[src/rtl/pipe_pkg.sv]
// Shared definitions for elastic pipeline-stage buffers: register-file widths,
// default Tnew width, the slot layout and the Tnew ageing helper.
package pipe_pkg;
  localparam int unsigned REG_A3_W   = 5;
  localparam logic [REG_A3_W-1:0] REG_ZERO = 5'd0;
  localparam int unsigned TNEW_W_DEF = 2;
  localparam int unsigned DATA_W_DEF = 101;

  typedef struct packed {
    logic                  valid;
    logic [DATA_W_DEF-1:0] data;
    logic [TNEW_W_DEF-1:0] tnew;
    logic [REG_A3_W-1:0]   a3;
  } slot_t;

  // The capturing stage spends one cycle, so Tnew drops by one but never wraps.
  function automatic int unsigned sat_dec(input int unsigned t);
    if (t == 0) return 0;
    return t - 1;
  endfunction
endpackage

[src/rtl/pipe_stage_buf_if.sv]
// One valid/ready beat channel carrying payload, Tnew and destination register.
interface pipe_stage_buf_if #(
  parameter int unsigned DATA_W = 101,
  parameter int unsigned TNEW_W = 2
);
  import pipe_pkg::*;

  logic                valid;
  logic                ready;
  logic [DATA_W-1:0]   data;
  logic [TNEW_W-1:0]   tnew;
  logic [REG_A3_W-1:0] a3;

  modport master (output valid, data, tnew, a3, input  ready);
  modport slave  (input  valid, data, tnew, a3, output ready);
endinterface

[src/rtl/pipe_stage_buf_slot.sv]
// Single clearable storage slot; clear (or reset) forces every field to zero.
module pipe_slot
  import pipe_pkg::*;
#(
  parameter int unsigned DATA_W = 101,
  parameter int unsigned TNEW_W = 2
) (
  input  logic                clk,
  input  logic                reset,
  input  logic                clr_i,
  input  logic                ld_i,
  input  logic [DATA_W-1:0]   data_i,
  input  logic [TNEW_W-1:0]   tnew_i,
  input  logic [REG_A3_W-1:0] a3_i,
  output logic                vld_o,
  output logic [DATA_W-1:0]   data_o,
  output logic [TNEW_W-1:0]   tnew_o,
  output logic [REG_A3_W-1:0] a3_o
);
  logic                vld_q;
  logic [DATA_W-1:0]   data_q;
  logic [TNEW_W-1:0]   tnew_q;
  logic [REG_A3_W-1:0] a3_q;

  always_ff @(posedge clk) begin
    if (!reset || clr_i) begin
      vld_q  <= 1'b0;
      data_q <= '0;
      tnew_q <= '0;
      a3_q   <= REG_ZERO;
    end else if (ld_i) begin
      vld_q  <= 1'b1;
      data_q <= data_i;
      tnew_q <= tnew_i;
      a3_q   <= a3_i;
    end
  end

  assign vld_o  = vld_q;
  assign data_o = data_q;
  assign tnew_o = tnew_q;
  assign a3_o   = a3_q;
endmodule

[src/rtl/pipe_stage_buf.sv]
// Two-entry elastic stage register (head + skid) with flush-to-bubble and
// Tnew ageing on capture. All outputs come straight from flops.
module pipe_stage_buf
  import pipe_pkg::*;
#(
  parameter int unsigned DATA_W = 101,
  parameter int unsigned TNEW_W = TNEW_W_DEF
) (
  input  logic              clk,
  input  logic              reset,
  input  logic              flush,
  pipe_stage_buf_if.slave   up,
  pipe_stage_buf_if.master  dn,
  output logic [1:0]        count
);
  logic                h_vld, s_vld;
  logic [DATA_W-1:0]   h_data, s_data;
  logic [TNEW_W-1:0]   h_tnew, s_tnew;
  logic [REG_A3_W-1:0] h_a3, s_a3;

  logic in_ready_q, in_ready_d;
  logic push, pop;
  logic h_ld, h_clr, s_ld, s_clr, h_from_s;
  logic [1:0] cnt_nxt;

  logic [DATA_W-1:0]   h_data_d;
  logic [TNEW_W-1:0]   h_tnew_d, in_tnew_dec;
  logic [REG_A3_W-1:0] h_a3_d;

  assign count       = {1'b0, h_vld} + {1'b0, s_vld};
  assign push        = up.valid & in_ready_q;
  assign pop         = h_vld & dn.ready;
  assign in_tnew_dec = TNEW_W'(sat_dec(32'(up.tnew)));
  assign cnt_nxt     = count + {1'b0, push} - {1'b0, pop};

  always_comb begin
    h_ld       = 1'b0;
    s_ld       = 1'b0;
    h_clr      = flush;
    s_clr      = flush;
    h_from_s   = 1'b0;
    in_ready_d = 1'b1;
    if (!flush) begin
      case (count)
        2'd0: h_ld = push;
        2'd1: begin
          if (push && pop) h_ld = 1'b1;
          else if (push)   s_ld = 1'b1;
          else if (pop)    h_clr = 1'b1;
        end
        2'd2: if (pop) begin
          h_ld     = 1'b1;
          h_from_s = 1'b1;
          s_clr    = 1'b1;
        end
        default: ;
      endcase
      in_ready_d = (cnt_nxt != 2'd2);
    end
  end

  // Skid entry already carries its aged Tnew; it is not decremented again on promotion.
  always_comb begin
    h_data_d = up.data;
    h_tnew_d = in_tnew_dec;
    h_a3_d   = up.a3;
    if (h_from_s) begin
      h_data_d = s_data;
      h_tnew_d = s_tnew;
      h_a3_d   = s_a3;
    end
  end

  always_ff @(posedge clk) begin
    if (!reset) in_ready_q <= 1'b1;
    else        in_ready_q <= in_ready_d;
  end

  pipe_slot #(.DATA_W(DATA_W), .TNEW_W(TNEW_W)) u_head (
    .clk(clk), .reset(reset), .clr_i(h_clr), .ld_i(h_ld),
    .data_i(h_data_d), .tnew_i(h_tnew_d), .a3_i(h_a3_d),
    .vld_o(h_vld), .data_o(h_data), .tnew_o(h_tnew), .a3_o(h_a3)
  );

  pipe_slot #(.DATA_W(DATA_W), .TNEW_W(TNEW_W)) u_skid (
    .clk(clk), .reset(reset), .clr_i(s_clr), .ld_i(s_ld),
    .data_i(up.data), .tnew_i(in_tnew_dec), .a3_i(up.a3),
    .vld_o(s_vld), .data_o(s_data), .tnew_o(s_tnew), .a3_o(s_a3)
  );

  assign up.ready = in_ready_q;
  assign dn.valid = h_vld;
  assign dn.data  = h_data;
  assign dn.tnew  = h_tnew;
  assign dn.a3    = h_a3;
endmodule
[src/flat_wrapper.sv]
// flat-port wrapper written by rule: the top's interface ports become plain ports
module pipe_stage_buf_flat import pipe_pkg::*;
#(
  parameter int unsigned DATA_W = 101,
  parameter int unsigned TNEW_W = TNEW_W_DEF
)
  (clk, reset, flush, count, up_valid, up_data, up_tnew, up_a3, up_ready, dn_valid, dn_data, dn_tnew, dn_a3, dn_ready);
  pipe_stage_buf_if #(.DATA_W(DATA_W), .TNEW_W(TNEW_W)) up_i ();
  pipe_stage_buf_if #(.DATA_W(DATA_W), .TNEW_W(TNEW_W)) dn_i ();
  input  logic clk;
  input  logic reset;
  input  logic flush;
  output logic [1:0] count;
  input wire logic [$bits(up_i.valid)-1:0] up_valid;
  input wire logic [$bits(up_i.data)-1:0] up_data;
  input wire logic [$bits(up_i.tnew)-1:0] up_tnew;
  input wire logic [$bits(up_i.a3)-1:0] up_a3;
  output wire logic [$bits(up_i.ready)-1:0] up_ready;
  output wire logic [$bits(dn_i.valid)-1:0] dn_valid;
  output wire logic [$bits(dn_i.data)-1:0] dn_data;
  output wire logic [$bits(dn_i.tnew)-1:0] dn_tnew;
  output wire logic [$bits(dn_i.a3)-1:0] dn_a3;
  input wire logic [$bits(dn_i.ready)-1:0] dn_ready;
  assign up_i.valid = up_valid;
  assign up_i.data = up_data;
  assign up_i.tnew = up_tnew;
  assign up_i.a3 = up_a3;
  assign up_ready = up_i.ready;
  assign dn_valid = dn_i.valid;
  assign dn_data = dn_i.data;
  assign dn_tnew = dn_i.tnew;
  assign dn_a3 = dn_i.a3;
  assign dn_i.ready = dn_ready;
  pipe_stage_buf #(.DATA_W(DATA_W), .TNEW_W(TNEW_W)) u_core (.clk(clk), .reset(reset), .flush(flush), .up(up_i), .dn(dn_i), .count(count));
endmodule
[config.mk]
export PLATFORM = sky130hd
export DESIGN_NAME = pipe_stage_buf_flat
export DESIGN_NICKNAME = d
export VERILOG_FILES = /design/src/rtl/pipe_pkg.sv /design/src/rtl/pipe_stage_buf_if.sv /design/src/rtl/pipe_stage_buf_slot.sv /design/src/rtl/pipe_stage_buf.sv /design/src/flat_wrapper.sv
export SDC_FILE = /design/constraint.sdc
export NUM_CORES = 1
export LEC_CHECK = 0
export ABC_CLOCK_PERIOD_IN_PS = 2700
export BUFFER_PORTS_ARGS = -buffer_cell sky130_fd_sc_hd__buf_2
export CAP_MARGIN = 20
export CORE_MARGIN = 1
export CORE_UTILIZATION = 53
export DETAILED_ROUTE_END_ITERATION = 7
export GPL_TIMING_DRIVEN = 1
export HOLD_SLACK_MARGIN = 0.1
export PLACE_DENSITY = 0.8
export SLEW_MARGIN = 20
export SYNTH_ARGS = -nofsm -noshare
export SYNTH_HDL_FRONTEND = slang
export SYNTH_SLANG_ARGS = --single-unit
export TNS_END_PERCENT = 5
[constraint.sdc]
create_clock -name clk -period 2.7 [get_ports clk]
set_clock_uncertainty 0.05 [all_clocks]
set_input_delay 0.54 -clock clk [delete_from_list [all_inputs] [get_ports clk]]
set_output_delay 0.54 -clock clk [all_outputs]
set_load 0.02 [all_outputs]
# Word level (Yosys, flattened, before mapping)
# Index checks and enable logic that the tools add are counted.
# W data, S select, Z words.
word_totals:
  out_inout_bits: 112
  regBits: 219
op_classes:
  eq_ne: 3
  n_bitwise: 3
  reduce_logical: 7
  mux: 20
  addsub: 4
op_table:
  columns: ["cell", "n"]
  rows:
  - ["$mux W101", 1]
  - ["$mux W1", 15]
  - ["$mux W5", 1]
  - ["$logic_not A2 Y1", 2]
  - ["$mux W2", 2]
  - ["$pmux W1 S3", 1]
  - ["$add A1 B1 Y2", 1]
  - ["$add A2 B1 Y2", 1]
  - ["$and A1 B1 Y1", 2]
  - ["$eq A2 B1 Y1 const B", 1]
  - ["$eq A2 B2 Y1 const B", 1]
  - ["$logic_or A1 B1 Y1", 2]
  - ["$ne A2 B2 Y1 const B", 1]
  - ["$reduce_or A2 Y1", 1]
  - ["$sub A2 B1 Y2", 1]
  - ["$sub A2 B1 Y2 const B", 1]
  - ["$logic_and A1 B1 Y1", 1]
  - ["$logic_not A1 Y1", 1]
  - ["$not A1 Y1", 1]

# Logic depth before layout (Yosys ltp)
# Gate-level depths: netlist (run 1).
logic_depth:
  ltp_word: 7
  ltp_mapped: 9
  mapped_depth_nobuf: 9

# Modules after synthesis
# Synthesis (run 1) repeated with hierarchy kept, for this count alone.
unflattened:
  cells_unflattened: 852
  hier_area_um2: 9191.3
by_module_without_submodules:
  columns: ["module", "cells_each", "seq_area_each_um2", "area_per_inst_um2", "instances"]
  rows:
  - ["pipe_slot", 352, 2182.1, 3831.2, 2]
  - ["pipe_stage_buf", 148, 20.0, 1529.0, 1]

# Least setup slack after synthesis (run 1)
# Ideal clock, no wire load.
synth_timing:
  path_type: "register -> register"
  from: "reg u_core.u_head.vld_q, in the netlist u_core.u_head.vld_o"
  to: "reg u_core.in_ready_q, in the netlist u_core.up.ready"
  arrival_time_ps: 2235
  stages_incl_launch_ff: 10
  period_less_slack_ps: 2412
  path_buffers: 0
  setup_time_ps: 127
  required_time_ps: 2523
  setup_slack_ps: 288
  path_cell_list: "dfxtp_1 -> inv_1 -> ha_1 -> inv_1 -> ha_1 -> inv_1 -> ha_1 -> xor2_1 -> xnor2_1 -> or3_1"
synth_via:
  elab_chain_cells: 4
  word_cells_on_any_way: 5
synth_lines:
  columns: ["item", "line", "text"]
  rows:
  - ["from (decl)", "pipe_stage_buf_slot.sv:20", "logic vld_q;"]
  - ["from (signal assigned)", "pipe_stage_buf_slot.sv:27", "vld_q <= 1'b0;"]
  - ["from (signal assigned)", "pipe_stage_buf_slot.sv:32", "vld_q <= 1'b1;"]
  - ["$add A1 B1 Y2", "pipe_stage_buf.sv:30", "assign count = {1'b0, h_vld} + {1'b0, s_vld};"]
  - ["net count[0]", "flat_wrapper.sv:13", "output logic [1:0] count;"]
  - ["$add A2 B1 Y2", "pipe_stage_buf.sv:34", "assign cnt_nxt = count + {1'b0, push} - {1'b0, pop};"]
  - ["$sub A2 B1 Y2", "pipe_stage_buf.sv:34", null]
  - ["$ne A2 B2 Y1", "pipe_stage_buf.sv:58", "in_ready_d = (cnt_nxt != 2'd2);"]
  - ["to (signal assigned)", "pipe_stage_buf.sv:76", "else in_ready_q <= in_ready_d;"]
  - ["to (decl)", "pipe_stage_buf.sv:21", "logic in_ready_q, in_ready_d;"]
# The timed path passes the listed nets, and every way through them passes these cells.
# A chain may end at the register's enable or synchronous reset.

# Worst setup path after layout (run 1)
layout_timing:
  from: "reg u_core.u_head.vld_q, in the netlist u_core.u_head.vld_o"
  to: "reg u_core.u_head.data_q[56], in the netlist u_core.u_head.data_o[56]"
layout_via:
  elab_chain_cells: 7
  word_cells_on_any_way: 18
layout_lines:
  columns: ["item", "line", "text"]
  rows:
  - ["$and A1 B1 Y1", "pipe_stage_buf.sv:32", "assign pop = h_vld & dn.ready;"]
  - ["$mux W1", "pipe_stage_buf.sv:49, pipe_stage_buf.sv:51", null]
  - ["$mux W1", "pipe_stage_buf.sv:48", "else if (push) s_ld = 1'b1;"]
  - ["$mux W1", "pipe_stage_buf.sv:47", "if (push && pop) h_ld = 1'b1;"]
  - ["$mux W1", "pipe_stage_buf.sv:44", "case (count)"]
  - ["$mux W1", "pipe_stage_buf.sv:43", "if (!flush) begin"]
  - ["$logic_or A1 B1 Y1", "pipe_stage_buf_slot.sv:26", "if (!reset || clr_i) begin"]
  - ["to (signal assigned)", "pipe_stage_buf_slot.sv:33", "data_q <= data_i;"]
  - ["to (decl)", "pipe_stage_buf_slot.sv:21", "logic [DATA_W-1:0] data_q;"]
# Parallel ways exist; a longest one is shown, timed or not.

==> run_results.csv, run 1 <==
group,metric,value,unit
cells_and_area,final_cell_mix,"buf_2 (224), nand2_1 (220), dfxtp_1 (219), a21oi_1 (218), a211oi_1 (108)",
floorplanning,die_h,131,um
timing,period_share,96.9,%
synthesis,ys_warn_count,0,
routing,drtAntennaViolNets,0,
pwr,leakagePower,4.96,nW
timing,max_freq,0.382,GHz
critical_path,required,3.05,ns
pwr,power.clock.fraction,45.0,%
synthesis,yosys.area_share.xor_xnor,0.198,%
routing,drtIter0Drc,552,
routing,first_pass_iters,5,
grt,overflow,0,
timing,fin_ws,0.0824,ns
clock_tree,root_buffer,"clkbuf_16",
timing,worstMarginPinSlew,0.881,ns
timing,min_period,2.62,ns
clock_tree,cts_htree_levels,1,
pwr,p_int,5.57,mW
floorplanning,core-area,0.0161,mm^2
clock_tree,numCtsBuffers,24,
clock_tree,clock_latency,0.50,ns
floorplanning,die_w,131,um
critical_path,criticalPathCategory,"register to register",
place,finalWeightedCongestion,0.816,
floorplanning,dieArea,0.0172,mm^2
timing,slew_headroom,41.3,%
clock_tree,cts.sinks,219,
routing,vias,7910,
synthesis,synth.distinct_cells,27,
synthesis,synth_fp_nets,1113,
synthesis,synth_top_family_by_area,"compound AO/OA/AOI/OAI gates",
job,cap_violations,0,
floorplanning,start_util,54.9,%
synthesis,synthAdderAreaFrac,0.566,%
cells_and_area,nNetsFinal,1285,
pwr,switching_share,24.0,%
pwr,peakVddDrop,459,uV
clock_tree,cts_resized,0,
critical_path,worstSetupEndpointType,"register",
floorplanning,core.rowCount,46,
timing,report.final.slew_viol_count,0,
critical_path,worst_ep_arrival_time,2.97,ns
run_status,status,"finished, final reports clean",
timing,rsz0062_at_grt,"false",
floorplanning,io-pin-count,225,
clock_tree,clkSlewWorstSetupHoldPaths,0.06,ns
synthesis,yosys_register_bits,219,
cells_and_area,drive_above_1_share,24.5,%
synthesis,synth_area,0.00885,mm^2
place,port_buffers,224,
pwr,fin_total_pwr,7.32,mW
critical_path,startpoint_type,"register",
grt,first_global_vias,7668,
place,place_ws,0.274,ns
pwr,p_sw,1.75,mW
grt,antenna_found_initial,2,
timing,final.setup.tns,0,ns
clock_tree,cts_tree,"yes",
synthesis,netlist_instances,996,
clock_tree,hold_buffers,0,
pwr,p_comb_share,9.5,%
routing,wirelength,23.1,mm
pwr,power_density,666,mW/mm^2
pwr,power_frac_seq,45.5,%
synthesis,yosysSeqAreaShare,49.5,%
synthesis,synth_mux_area_share,12.1,%
clock_tree,post_cts.repair.setup_buffers,0,
synthesis,synthSimpleGateAreaFrac,10.3,%
clock_tree,clk_path_buf_depth,3,
cells_and_area,syn2layout_area_growth,24.2,%
critical_path,path_max_fanout,109,
cells_and_area,layout_commonest_cell,"buf_2",
synthesis,syn_avg_cell_area,8.88,um^2
synthesis,synth-compound-area-share,22.0,%
grt,track_usage,26.0,%
routing,via_per_inst,5.63,
routing,drc,0,
timing,setup_viol,0,
timing,hold_viol_final,0,
grt,grt_max_degree,110,
grt,grt_pass1_wl,37.5,mm
routing,wire_per_inst,16.5,um
place,hpwl,13.6,mm
worst_hold_path,holdCritPathClass,"input pin to register",
state kept, by name (all words and copies together) (netlist names):
register / count
u_core.u_head.data_o: 101
u_core.u_skid.data_o: 101
u_core.u_head.a3_o: 5
u_core.u_skid.a3_o: 5
u_core.u_head.tnew_o: 2
u_core.u_skid.tnew_o: 2
u_core.u_head.vld_o: 1
u_core.u_skid.vld_o: 1
u_core.up.ready: 1
cells by family (layout without fill, tap and decap cells):
logic type / count (synthesis) / count (layout)
DFF: 219 / 219
buffers and inverters: 102 / 292
and+or+nand+nor: 231 / 231
AOI/OAI and AO/OA: 331 / 331
muxes: 107 / 107
adders and majority gates: 4 / 4
other: 0 / 2
xor gates and xnor gates: 2 / 2
synth_stat cells:
library cell,number,area [um^2]
xnor2_1,1,8.76
o21ai_0,1,5.00
nand3_1,1,5.00
and2_1,3,18.8
a31o_2,1,8.76
a21oi_1,218,1090
buf_4,4,30.0
o41ai_2,1,16.3
dfxtp_1,219,4380
ha_1,4,50.1
nor2_1,1,3.75
nand4b_1,2,17.5
a21oi_2,1,8.76
inv_1,6,22.5
buf_6,3,33.8
buf_1,2,7.51
or3_1,1,6.26
nor2b_1,1,6.26
a21o_1,1,7.51
nand2_1,220,826
a211oi_1,108,811
clkbuf_1,51,191
xor2_1,1,8.76
mux2i_1,107,1070
buf_2,36,180
nor4_4,1,21.3
or4_1,1,7.51
metal layers:
metal | GRT usage (%) | routed length [um] | part of all wire [%] | up-vias
met3 | 5.75 | 1720 | 7.4 | 59
li1 | - | - | - | 3848
met4 | 10.9 | 730 | 3.2 | 0
met2 | 44.7 | 11100 | 48 | 324
met1 | 31.2 | 9560 | 41 | 3679
met5 | 0 | 0 | 0 | -
power groups by stage:
stage                     registers [mW]  logic (mW)  clock network (mW)
after global routing                3.34       0.751                3.48
after global placement              3.40       0.674                   0
after CTS                           3.33       0.692                3.35
after floorplan                     3.48       0.334                   0
final                               3.33       0.692                3.29
after detailed placement            3.40       0.688                   0
area by class of cell:
class                           count  area, um^2
Fill cell                        1316        5130
Antenna cell                        2        5.00
Inverter                            6        23.8
Multi-Input combinational cell    675        4030
Timing Repair Buffer              242        1440
Clock buffer                       37         751
Tap cell                          216         270
Clock inverter                      7        76.3
Sequential cell                   219        4380
path summary, 6_finish.rpt:
check	from	to	slack, ns	cells after the start
max	u_core.u_head.vld_o	u_core.u_head.data_o[56]	0.08	7
min	up_data[27]	u_core.u_skid.data_o[27]	0.23	3
max reg2reg	u_core.u_head.vld_o	u_core.u_head.data_o[56]	0.08	7
min reg2reg	u_core.u_skid.data_o[7]	u_core.u_skid.data_o[7]	0.40	2
per-stage QoR:
step / cells / cell area (um^2) / util [%] / hold WS (ns)
3_5_place_dp: 1358 / 10200 / 63.0 / 0.396
6_report: 1404 / 11000 / 68.2 / 0.233
5_1_grt: 1404 / 11000 / 68.2 / 0.226
4_1_cts: 1402 / 11000 / 68.1 / 0.218
2_1_floorplan: 996 / 8850 / - / 0.383
3_3_place_gp: 1358 / 10200 / 63.0 / 0.390
critical path, cell delays in order (launching register included):
cell and delay (ns):
dfxtp_1 0.44, inv_1 0.10, ha_1 0.38, and2_1 0.21
o41ai_4 0.29, buf_12 0.40, a21oi_1 0.17, a211oi_1 0.30
Note: power is estimated with default switching activity, not from simulation.
==> run 2, diff against run 1 <==
Settings changed: CORE_UTILIZATION 53 to 30, PLACE_DENSITY 0.8 to not set, RECOVER_POWER set to 25, SYNTH_HIERARCHICAL set to 1.
==> run_results.csv, run 2 <==
group,metric,value,unit
floorplanning,core-area,0.0299,mm^2
pwr,leakagePower,4.20,nW
timing,report.final.slew_viol_count,0,
cells_and_area,fin_util,38.1,%
pwr,power_density,622,mW/mm^2
synthesis,synthSimpleGateAreaFrac,9.88,%
clock_tree,root_buffer,"clkbuf_16",
place,finalWeightedCongestion,0.701,
floorplanning,die_h,177,um
timing,fin_hold_ws,0.213,ns
critical_path,path_max_fanout,58,
synthesis,yosysTopAreaCellShare,47.7,%
cells_and_area,drive_above_1_share,27.1,%
pwr,p_sw,1.66,mW
synthesis,synth_top_family_by_area,"multiplexers",
clock_tree,cts_tree,"yes",
clock_tree,hold_buffers,0,
synthesis,yosysMostFrequentCell,"nor2_1",
timing,slew_headroom,64.0,%
pwr,p_comb_share,7.9,%
clock_tree,cts_resized,0,
grt,grt_max_degree,68,
cells_and_area,final-seq-area,0.00438,mm^2
synthesis,synthAdderAreaFrac,0.681,%
synthesis,synth_area,0.00919,mm^2
place,dp.cells,1421,
synthesis,netlist_instances,852,
grt,grt_pass1_wl,33.7,mm
timing,final.setup.tns,0,ns
routing,drtAntennaViolNets,0,
timing,worstMarginPinSlew,0.539,ns
critical_path,worstSetupEndpointType,"register",
cells_and_area,nNetsFinal,1176,
routing,via_per_inst,4.49,
routing,wirelength,21.9,mm
grt,overflow,0,
synthesis,synth_top_area_cell,"dfxtp_1",
timing,setup_viol,0,
synthesis,syn_avg_cell_area,10.8,um^2
worst_hold_path,holdCritPathClass,"input pin to register",
synthesis,ys_top_cells_by_area,"dfxtp_1 (48%), mux2i_1 (24%), mux2_2 (11%)",
pwr,peakVddDrop,348,uV
synthesis,synth_mux_area_share,36.8,%
floorplanning,io-pin-count,225,
pwr,p_int,5.42,mW
critical_path,worst_ep_arrival_time,2.84,ns
place,port_buffers,224,
cells_and_area,fillers,3016,
synthesis,synth-edff-count,0,
pwr,fin_total_pwr,7.08,mW
routing,first_pass_iters,4,
synthesis,synth-compound-area-share,0.422,%
routing,wire_per_inst,14.9,um
cells_and_area,layout_commonest_cell,"nor2_1",
synthesis,synth_ff_type,"dfxtp_1",
clock_tree,post_cts.repair.setup_buffers,0,
job,cap_violations,0,
timing,min_period,2.48,ns
clock_tree,clk_path_buf_depth,3,
synthesis,yosys_register_bits,219,
clock_tree,cts_htree_levels,1,
clock_tree,clock_latency,0.52,ns
grt,antenna_found_initial,3,
cells_and_area,final_cell_mix,"nor2_1 (222), dfxtp_1 (219), mux2i_1 (216), buf_2 (142), mux2_2 (88)",
pwr,power.clock.fraction,45.6,%
synthesis,yosys.area_share.xor_xnor,0.0953,%
critical_path,required,3.06,ns
place,hpwl,13.9,mm
floorplanning,die_w,177,um
floorplanning,start_util,30.8,%
synthesis,synth_fp_nets,970,
cells_and_area,stdcell_count,1467,
synthesis,synth_common_cells,"nor2_1 (223), dfxtp_1 (219), mux2i_1 (216)",
timing,hold_viol_final,0,
grt,first_global_vias,6322,
critical_path,criticalPathCategory,"register to register",
synthesis,async_flop_share,0,%
routing,drtIter0Drc,271,
timing,rsz0062_at_grt,"false",
timing,period_share,91.8,%
cells_and_area,multiInputGateArea,0.00444,mm^2
synthesis,ys_warn_count,6,
run_status,status,"finished, final reports clean",
clock_tree,clkSlewWorstSetupHoldPaths,0.06,ns
pwr,switching_share,23.5,%
routing,vias,6590,
floorplanning,core.rowCount,63,
routing,drc,0,
grt,track_usage,13.4,%
clock_tree,numCtsBuffers,25,
timing,max_freq,0.404,GHz
critical_path,startpoint_type,"register",
synthesis,yosysSeqAreaShare,47.7,%
cells_and_area,syn2layout_area_growth,24.0,%
synthesis,synth.distinct_cells,25,
floorplanning,dieArea,0.0313,mm^2
pwr,power_frac_seq,46.5,%
clock_tree,cts.sinks,219,
run 2: changes by cell type in the layout (fill, tap and decap cells not counted), sizes merged, moves of 3 or more:
cell,previous run,this run
buf,242,157
mux2i,107,216
nor2,1,224
a211oi,108,0
clkinv,5,8
nand2b,0,3
nand2,220,2
a21oi,219,0
mux2,0,108
clkbuf,37,118
run 2: cell families after synthesis:
family | after synthesis
buf+inv | 64
fa+ha+maj | 5
xor+xnor | 1
compound gates | 5
flops | 219
mux | 324
simple gates | 234
run 2: layer usage:
metal | up-vias | track usage (%) | share of wire, %
met5 | - | 0 | 0.10
met3 | 42 | 4.10 | 7.1
li1 | 3309 | - | -
met4 | 4 | 4.06 | 2.7
met1 | 3085 | 16.1 | 43
met2 | 150 | 22.8 | 47
run 2: worst paths after layout:
path	start	to	slack, ns	cells past startpoint
setup / recovery	u_core/u_head/vld_o	u_core/u_head/data_o[34]	0.22	7
hold / removal	up_data[52]	u_core/u_skid/data_o[52]	0.21	3
setup reg to reg	u_core/u_head/vld_o	u_core/u_head/data_o[34]	0.22	7
hold reg to reg	u_core/u_head/data_o[41]	u_core/u_head/data_o[41]	0.44	2
run 2: area by class of cell:
class,instances,area share (%)
inverters,4,0.132
flip-flops and latches,219,38.5
multi-input cells,569,38.9
diodes,1,0.0220
clock inverters,9,0.461
well taps,390,4.28
clock buffers,36,6.47
repair buffers,239,11.2
run 2: power groups by stage:
stage | Combinational (mW) | Clock [mW] | Sequential (mW)
floorplan | 0.315 | 0 | 3.41
global placement | 0.567 | 0 | 3.37
detailed placement | 0.573 | 0 | 3.37
CTS | 0.575 | 3.36 | 3.30
global route | 0.608 | 3.48 | 3.30
finish | 0.558 | 3.23 | 3.30
run 2: critical path: stages, from the launching register on:
cell and delay, ns:
dfxtp_1 0.45, inv_1 0.07, ha_1 0.43, a22oi_1 0.18, a221oi_4 0.39, buf_12 0.38
mux2i_1 0.24, nor2_1 0.06
run 2: stage by stage:
step	cell area [um^2]	setup slack, ns
finish	11400	0.222
global route	11400	0.0254
CTS	11500	0.190
detailed placement	10700	0.231
global placement	10700	0.246
floorplan	9190	0.359
==> run 3, diff against run 2 <==
Settings changed: ABC_AREA set to 1.
==> run_results.csv, run 3 <==
group,metric,value,unit
run_status,status,"finished, final reports clean",
critical_path,path_max_fanout,6,
pwr,switching_share,23.6,%
synthesis,syn_avg_cell_area,7.10,um^2
cells_and_area,fin_area,0.0116,mm^2
routing,via_per_inst,4.55,
pwr,power_density,633,mW/mm^2
clock_tree,root_buffer,"clkbuf_16",
cells_and_area,layout_commonest_cell,"nand2_1",
timing,report.final.slew_viol_count,0,
synthesis,async_flop_share,0,%
timing,final.setup.tns,0,ns
timing,rsz0062_at_grt,"false",
clock_tree,clock_latency,0.52,ns
place,place_ws,0.479,ns
critical_path,cp_num_buf_inv,2,
cells_and_area,final_cell_mix,"nand2_1 (560), dfxtp_1 (219), a21oi_1 (197), buf_2 (142), inv_1 (119)",
synthesis,synth_area,0.00951,mm^2
worst_hold_path,hold_depth,3,
timing,fin_ws,0.410,ns
grt,antenna_found_initial,7,
clock_tree,hold_buffers,0,
critical_path,crit_chain,"inv_1 > ha_1 > buf_2",
floorplanning,core.rowCount,64,
timing,worstMarginPinSlew,0.646,ns
cells_and_area,nNetsFinal,1634,
worst_hold_path,min_to,"u_core/u_skid/data_o[22]",
synthesis,yosysTopAreaCellShare,46.1,%
floorplanning,core-area,0.0309,mm^2
critical_path,reg2reg_setup_slack,0.46,ns
worst_hold_path,hold_path.startpoint,"up_data[22]",
floorplanning,die_h,180,um
floorplanning,dieArea,0.0324,mm^2
grt,overflow,0,
pwr,p_comb_share,7.4,%
routing,vias,8786,
synthesis,yosysMostFrequentCell,"nand2_1",
clock_tree,clkSlewWorstSetupHoldPaths,0.06,ns
pwr,peakVddDrop,356,uV
cells_and_area,syn2layout_area_growth,21.8,%
clock_tree,numCtsBuffers,26,
routing,first_pass_iters,5,
synthesis,netlist_instances,1338,
place,place_area,0.0108,mm^2
clock_tree,cts_tree,"yes",
critical_path,reg2regPathDepth,8,
timing,max_freq,0.437,GHz
place,dp.cells,1884,
pwr,leakagePower,4.21,nW
pwr,p_int,5.60,mW
critical_path,path_depth,3,
routing,wirelength,26.3,mm
routing,drc,0,
synthesis,synth.distinct_cells,19,
critical_path,worstSetupEndpointType,"output pin",
place,port_buffers,224,
grt,grt_max_degree,109,
cells_and_area,drive_above_1_share,17.5,%
worst_hold_path,holdCritPathClass,"input pin to register",
synthesis,synth-edff-count,0,
clock_tree,clk_path_buf_depth,3,
critical_path,cp_top_family,"flip-flops",
cells_and_area,stdcell_count,1932,
critical_path,cpPeakStageDelay,0.45,ns
timing,hold_viol_final,0,
timing,setup_viol,0,
cells_and_area,final-seq-area,0.00438,mm^2
synthesis,synth_ff_type,"dfxtp_1",
timing,min_period,2.29,ns
job,cap_violations,0,
grt,track_usage,16.1,%
routing,wire_per_inst,13.6,um
critical_path,required,2.11,ns
synthesis,ys_top_cells_by_area,"dfxtp_1 (46%), nand2_1 (22%), a21oi_1 (10%)",
cells_and_area,fillers,3265,
timing,period_share,84.8,%
synthesis,synth_fp_nets,1456,
critical_path,startpoint_type,"register",
synthesis,yosys_register_bits,219,
place,hpwl,16.1,mm
grt,first_global_vias,8283,
pwr,power.clock.fraction,47.6,%
pwr,power_frac_seq,45.0,%
clock_tree,cts.sinks,219,
critical_path,criticalPathCategory,"register to output pin",
critical_path,r2r-start,"u_core/u_head/vld_o",
place,finalWeightedCongestion,0.755,
critical_path,r2r-end,"u_core/u_head/data_o[35]",
clock_tree,cts_resized,0,
routing,drtIter0Drc,388,
timing,slew_headroom,56.9,%
clock_tree,cts_htree_levels,1,
synthesis,synth_top_area_cell,"dfxtp_1",
floorplanning,die_w,180,um
pwr,fin_total_pwr,7.33,mW
routing,drtAntennaViolNets,0,
cells_and_area,multiInputGateArea,0.00412,mm^2
critical_path,worst_ep_arrival_time,1.70,ns
clock_tree,post_cts.repair.setup_buffers,0,
floorplanning,start_util,30.8,%
synthesis,ys_warn_count,6,
critical_path,critPathSlowestCell,"dfxtp_1",
synthesis,yosysSeqAreaShare,46.1,%
synthesis,synth_common_cells,"nand2_1 (560), dfxtp_1 (219), a21oi_1 (197)",
pwr,p_sw,1.73,mW
grt,grt_pass1_wl,43.1,mm
floorplanning,io-pin-count,225,
run 3: metal layers:
| layer | up-vias | track usage (%) | part of all wire (%) |
|---|---|---|---|
| met1 | 3991 | 20.7 | 46 |
| met5 | - | 0 | 0.21 |
| met4 | 8 | 5.14 | 2.1 |
| li1 | 4543 | - | - |
| met2 | 196 | 26.4 | 46 |
| met3 | 48 | 4.07 | 6.2 |
run 3: through the flow:
stage	util [%]	hold WS [ns]
CTS	37.8	0.200
global placement	35.0	0.395
detailed placement	35.0	0.400
global route	37.4	0.209
floorplan	-	0.389
finish	37.5	0.227
run 3: cell families after synthesis:
family,synth area share (%)
buf+inv,10.8
simple gates,23.0
flops,46.1
fa+ha+maj,0.658
compound gates,19.5
run 3: tightest hold or removal path, stage by stage:
cell     delay (ns)
buf_2          0.10
nand2_1        0.05
a21oi_1        0.05
run 3: area by class of cell:
class	instances	area share, %
tap	396	4.28
timing repair buffer	241	10.8
sequential	219	37.9
inverter	123	4.02
clock buffer	41	6.98
clock inverter	5	0.486
antenna	2	0.0432
multi-input combinational	905	35.5
run 3: worst max path at each step:
| stage | end | startpoint |
|---|---|---|
| finish | count[0] | u_core/u_head/vld_o |
| global placement | u_core/u_head/data_o[35] | u_core/u_head/vld_o |
| detailed placement | u_core/u_head/data_o[26] | u_core/u_head/vld_o |
| floorplan | u_core/u_head/data_o[78] | u_core/u_head/vld_o |
| global route | u_core/u_head/data_o[26] | u_core/u_head/vld_o |
| CTS | count[0] | u_core/u_head/vld_o |
run 3: power by group through the flow:
| stage | registers, mW | logic [mW] | clock network (mW) |
|---|---|---|---|
| after floorplan | 3.41 | 0.283 | 0 |
| final | 3.30 | 0.544 | 3.48 |
| after global placement | 3.37 | 0.555 | 0 |
| after detailed placement | 3.37 | 0.559 | 0 |
| after CTS | 3.30 | 0.561 | 3.62 |
| after global routing | 3.30 | 0.607 | 3.77 |
